<file path="config.mk">
export PLATFORM = sky130hd
export DESIGN_NAME = button_debouncer
export DESIGN_NICKNAME = d
export VERILOG_FILES = /design/src/rtl/button_debouncer.sv
export SDC_FILE = /design/constraint.sdc
export NUM_CORES = 1
export LEC_CHECK = 0
export CAP_MARGIN = 20
export CORE_AREA = 5 5 54 56
export DETAILED_ROUTE_END_ITERATION = 7
export DIE_AREA = 0 0 59 61
export DONT_BUFFER_PORTS = 1
export GPL_ROUTABILITY_DRIVEN = 1
export HOLD_SLACK_MARGIN = 0.02
export PLACE_DENSITY_LB_ADDON = 0.12
export SYNTH_ARGS = -nofsm -noshare
export SYNTH_HDL_FRONTEND = slang
export SYNTH_SLANG_ARGS = --single-unit
</file>
<file path="constraint.sdc">
create_clock -name clk_i -period 1.8 [get_ports clk_i]
set_input_delay 0.27 -clock clk_i [delete_from_list [all_inputs] [get_ports clk_i]]
set_output_delay 0.27 -clock clk_i [all_outputs]
set_load 0.1 [all_outputs]
</file>
<file path="src/rtl/button_debouncer.sv">
//------------------------------------------------------------------------------
// button_debouncer : synchronizes a raw push-button and filters contact bounce.
// Optional DEBOUNCE_HOLD_EN adds a long-press pulse output (hold_o).
// Revision: 1.0
//------------------------------------------------------------------------------
`default_nettype none

module button_debouncer #(
  parameter int SYNC_STAGES   = 2,
  parameter int STABLE_CYCLES = 1000000
`ifdef DEBOUNCE_HOLD_EN
  ,
  parameter int HOLD_CYCLES   = 200000000
`endif
) (
  input  logic clk_i,
  input  logic rst_i,
  input  logic btn_i,
  output logic btn_o,
  output logic busy_o
`ifdef DEBOUNCE_HOLD_EN
  ,
  output logic hold_o
`endif
);

  localparam int CNT_W = $clog2(STABLE_CYCLES + 1);
  localparam logic [CNT_W-1:0] CNT_LAST = CNT_W'(STABLE_CYCLES - 1);
  localparam logic [CNT_W-1:0] CNT_ONE  = CNT_W'(1);

  typedef enum logic [1:0] {
    STABLE_LOW  = 2'd0,
    WAIT_HIGH   = 2'd1,
    STABLE_HIGH = 2'd2,
    WAIT_LOW    = 2'd3
  } state_t;

  logic [SYNC_STAGES-1:0] sync_q;
  logic                   s;
  state_t                 state_q, state_d;
  logic [CNT_W-1:0]       cnt_q, cnt_d;
  logic                   btn_q, btn_d;
  logic                   busy_q, busy_d;

  always_ff @(posedge clk_i) begin
    if (rst_i) begin
      sync_q <= '0;
    end else begin
      sync_q <= {sync_q[SYNC_STAGES-2:0], btn_i};
    end
  end

  assign s = sync_q[SYNC_STAGES-1];

  always_ff @(posedge clk_i) begin
    if (rst_i) begin
      state_q <= STABLE_LOW;
      cnt_q   <= '0;
      btn_q   <= 1'b0;
      busy_q  <= 1'b0;
    end else begin
      state_q <= state_d;
      cnt_q   <= cnt_d;
      btn_q   <= btn_d;
      busy_q  <= busy_d;
    end
  end

  // Any sample that returns to the current level drops the count to zero.
  always_comb begin
    state_d = state_q;
    cnt_d   = cnt_q;
    btn_d   = btn_q;
    case (state_q)
      STABLE_LOW: begin
        if (s) begin
          state_d = WAIT_HIGH;
          cnt_d   = CNT_ONE;
        end
      end
      WAIT_HIGH: begin
        if (!s) begin
          state_d = STABLE_LOW;
          cnt_d   = '0;
        end else if (cnt_q == CNT_LAST) begin
          state_d = STABLE_HIGH;
          btn_d   = 1'b1;
          cnt_d   = '0;
        end else begin
          cnt_d = cnt_q + CNT_ONE;
        end
      end
      STABLE_HIGH: begin
        if (!s) begin
          state_d = WAIT_LOW;
          cnt_d   = CNT_ONE;
        end
      end
      WAIT_LOW: begin
        if (s) begin
          state_d = STABLE_HIGH;
          cnt_d   = '0;
        end else if (cnt_q == CNT_LAST) begin
          state_d = STABLE_LOW;
          btn_d   = 1'b0;
          cnt_d   = '0;
        end else begin
          cnt_d = cnt_q + CNT_ONE;
        end
      end
      default: begin
        state_d = STABLE_LOW;
        cnt_d   = '0;
        btn_d   = 1'b0;
      end
    endcase
    busy_d = (state_d == WAIT_HIGH) || (state_d == WAIT_LOW);
  end

  assign btn_o  = btn_q;
  assign busy_o = busy_q;

`ifdef DEBOUNCE_HOLD_EN
  localparam int HOLD_W = $clog2(HOLD_CYCLES + 1);
  localparam logic [HOLD_W-1:0] HOLD_MAX  = HOLD_W'(HOLD_CYCLES);
  localparam logic [HOLD_W-1:0] HOLD_LAST = HOLD_W'(HOLD_CYCLES - 1);
  localparam logic [HOLD_W-1:0] HOLD_ONE  = HOLD_W'(1);

  logic [HOLD_W-1:0] hold_cnt_q;
  logic              hold_q;

  // Saturating at HOLD_CYCLES guarantees a single pulse per stable press.
  always_ff @(posedge clk_i) begin
    if (rst_i || (state_q != STABLE_HIGH)) begin
      hold_cnt_q <= '0;
      hold_q     <= 1'b0;
    end else begin
      hold_q <= (hold_cnt_q == HOLD_LAST);
      if (hold_cnt_q != HOLD_MAX) begin
        hold_cnt_q <= hold_cnt_q + HOLD_ONE;
      end
    end
  end

  assign hold_o = hold_q;
`endif

endmodule

`default_nettype wire

</file>
==> impl_metrics.yaml <==
run_status:
  status: "finished, violations left"
  violations: "negative setup slack"
timing:
  hold_viol: 0
  worst_pin_slew_ns: 0.3992
  fin_skew_ns: 0.009383
  finalSetupViolCount: 12
  finalMaxSlewViolations: 0
  layout_setup_ws_ns: -0.09084
  period_minus_slack_ns: 1.891
  timing.slew.headroom_pct: 73.30
  rsz0062_at_grt: "true"
  fmax_mhz: 528.9
  fin_crit_sh_pct: 105.0
  fin_tns_setup_ns: -0.5049
power_and_ir_drop:
  p_per_area_nw_per_um2: 486.0
  power_leakage_nw: 0.7433
  peakVddDrop_mv: 0.5778
  total_power_mw: 0.8884
cells_and_area:
  syn2layout_area_growth_pct: 45.81
  nNetsFinal: 198
  final_cell_area_um2: 1828
  nFillCells: 175
  multi_input_area_um2: 843.3
  antenna_cells: 0
  final_common_cell: "buf_4"
  final_cell_mix: "44 x buf_4, 19 x dfxtp_1, 14 x nand2_1, 9 x a31oi_1, 9 x nor2_1"
  ff_latch_area_um2: 508.0
  layout-drive-gt1-share_pct: 40.93
  utilization_pct: 76.57
critical_path:
  crit_path_end_kind: "flip-flop"
  reg2reg_to: "cnt_q[18]"
  crit_cells: 6
  reg2reg_depth: 6
  worstSetupPathType: "flip-flop to flip-flop"
  reg2reg_slack_ns: -0.09
  critPathArrivalTime_ns: 2.12
  cpMaxStageDelayCell: "or4b_4"
  crit_path_start_kind: "flip-flop"
  startpoint: "cnt_q[10]"
  rr_startpoint: "cnt_q[10]"
  crit_path_end: "cnt_q[18]"
  cp_cell_sequence: "or4b_4, nor3b_4, buf_4, a211oi_4, and3_1, a211o_1"
  critPathRequiredTime_ns: 2.03
  crit_path_max_fanout: 7
  cpPeakStageDelay_ns: 0.55
  critical_path.top_delay_family: "simple AND/OR/NAND/NOR gates"
  worst-path-buf-inv: 1
route:
  drt-initial-drc-count: 37
  vias_per_cell: 5.955
  wl_um: 3560
  via_count: 1328
  wl_per_cell_um: 15.96
  drtAntennaViolNets: 0
  drc_errors: 0
  first_pass_iters: 4
placement:
  place.gp.congestion: 0.7938
  place_hpwl_um: 2174
  io_buffer_count: 0
  dpl_worst_slack_ns: -0.2268
  dpl_cell_area_um2: 1536
die:
  dieArea_um2: 3599
  die_w_um: 59
  fp-row-count: 18
  io_pins: 5
  initial_core_util_pct: 52.52
  coreArea_um2: 2387
  chipHeight_um: 61
grt:
  antenna_found_initial: 0
  grt_pass1_wl_um: 5575
  grt_max_degree: 15
  grt_pass1_vias: 1261
  grt_use_total_pct: 20.31
  gr-total-overflow: 0
clocking:
  clkLatencyLatePin_ns: 0.33
  tritoncts: "yes"
  clk_pin_slew_ns: 0.14
  cts_sinks: 25
  clockBufferDepth: 2
  h-tree-depth: 1
  cts_buffers: 3
  cts_root_buffer: "clkbuf_4"
synthesis:
  synth_edf_count: 0
  synth_ff_type: "dfxtp_1"
  netlist_instances: 144
  ys_seq_elements: 25
  synth-seq-area-share_pct: 39.92
  syn_area_per_cell_um2: 8.706
  async_flop_share_pct: 0
  yosysUniqueCellTypes: 36
  yosys_warnings: 0
  synth_area_um2: 1254
  syn_nets: 148
worst_hold_path:
  hold_class: "input port to flip-flop"
  whs_path_depth: 1
  hold_start: "btn_i"
flow_run:
  drv_cap: 0
-- cell families after synthesis --
kind of cell,Yosys count,share of synthesized area [%]
fa+ha+maj,1,0.9978
compound gates,40,20.76
simple gates,63,29.94
flops,25,39.92
mux,1,0.7984
xor+xnor,4,2.795
buf+inv,10,4.790
-- how the worst min path moves through the flow --
stage                     end  slack, ns
floorplan           sync_q[0]       0.40
detailed placement   cnt_q[6]       0.34
finish              sync_q[0]       0.06
global placement        btn_o       0.34
global route        sync_q[0]       0.06
CTS                 sync_q[0]       0.07
-- synthesized netlist by cell type (2+ instances only) --
| library cell | instances | area, um2 |
|---|---|---|
| nor2b_1 | 3 | 18.77 |
| dfxtp_1 | 25 | 500.5 |
| nand2b_1 | 5 | 31.28 |
| a31oi_1 | 10 | 62.56 |
| a21o_1 | 3 | 22.52 |
| nor2_1 | 9 | 33.78 |
| or3_1 | 2 | 12.51 |
| nand3_1 | 6 | 30.03 |
| a211oi_1 | 2 | 15.01 |
| a22o_1 | 6 | 52.55 |
| nor4_2 | 2 | 25.02 |
| nor3_1 | 2 | 10.01 |
| inv_1 | 4 | 15.01 |
| a21oi_1 | 10 | 50.05 |
| xnor2_1 | 3 | 26.28 |
| and3_1 | 4 | 25.02 |
| nand2_1 | 14 | 52.55 |
| nand3b_1 | 3 | 22.52 |
| clkbuf_1 | 3 | 11.26 |
| buf_6 | 3 | 33.78 |
| or4b_1 | 2 | 20.02 |
| o21ai_0 | 5 | 25.02 |
| nand4_1 | 5 | 31.28 |
-- stage by stage --
step | cells | hold WS (ns)
6_report | 223 | 0.06037
3_3_place_gp | 204 | 0.3434
4_1_cts | 214 | 0.06539
5_1_grt | 223 | 0.06043
3_5_place_dp | 204 | 0.3428
2_1_floorplan | 144 | 0.3982
-- metal layers --
| layer | wire [um] | global-route usage (%) | vias up | part of all wire (%) |
|---|---|---|---|---|
| met3 | 137 | 2.340 | 17 | 3.8 |
| met4 | 151 | 11.65 | 0 | 4.2 |
| met5 | 0 | 0 | - | 0 |
| met1 | 1485 | 24.61 | 642 | 42 |
| li1 | - | - | 635 | - |
| met2 | 1784 | 34.86 | 34 | 50 |
-- where the power goes --
part / total [mW] / internal (mW) / switching (mW)
sequential: 0.564 / 0.560 / 0.00433
clock: 0.254 / 0.0834 / 0.171
combinational: 0.0704 / 0.0228 / 0.0476
-- registers in the layout, summed over array words and instances, names as in the netlist --
name / count
sync_q: 2
btn_o: 1
cnt_q: 20
busy_o: 1
state_q: 1
-- area by class of cell --
class                   instances  share of cell area (%)
inverters                       4                  0.8214
clock inverters                 1                  0.2738
well taps                      30                   2.053
flip-flops and latches         25                   27.79
multi-input cells             110                   46.13
repair buffers                 50                   21.70
clock buffers                   3                   1.232
-- timing repair --
action                     CTS  global route
hold endpoints to repair     7             0
gates resized for setup     12            21
cloned                       1             0
hold buffers                 1             0
pin swaps                    4            19
setup buffers                4            10
setup endpoints to repair   19            19
No activity file was read; power rests on OpenSTA's default activity.
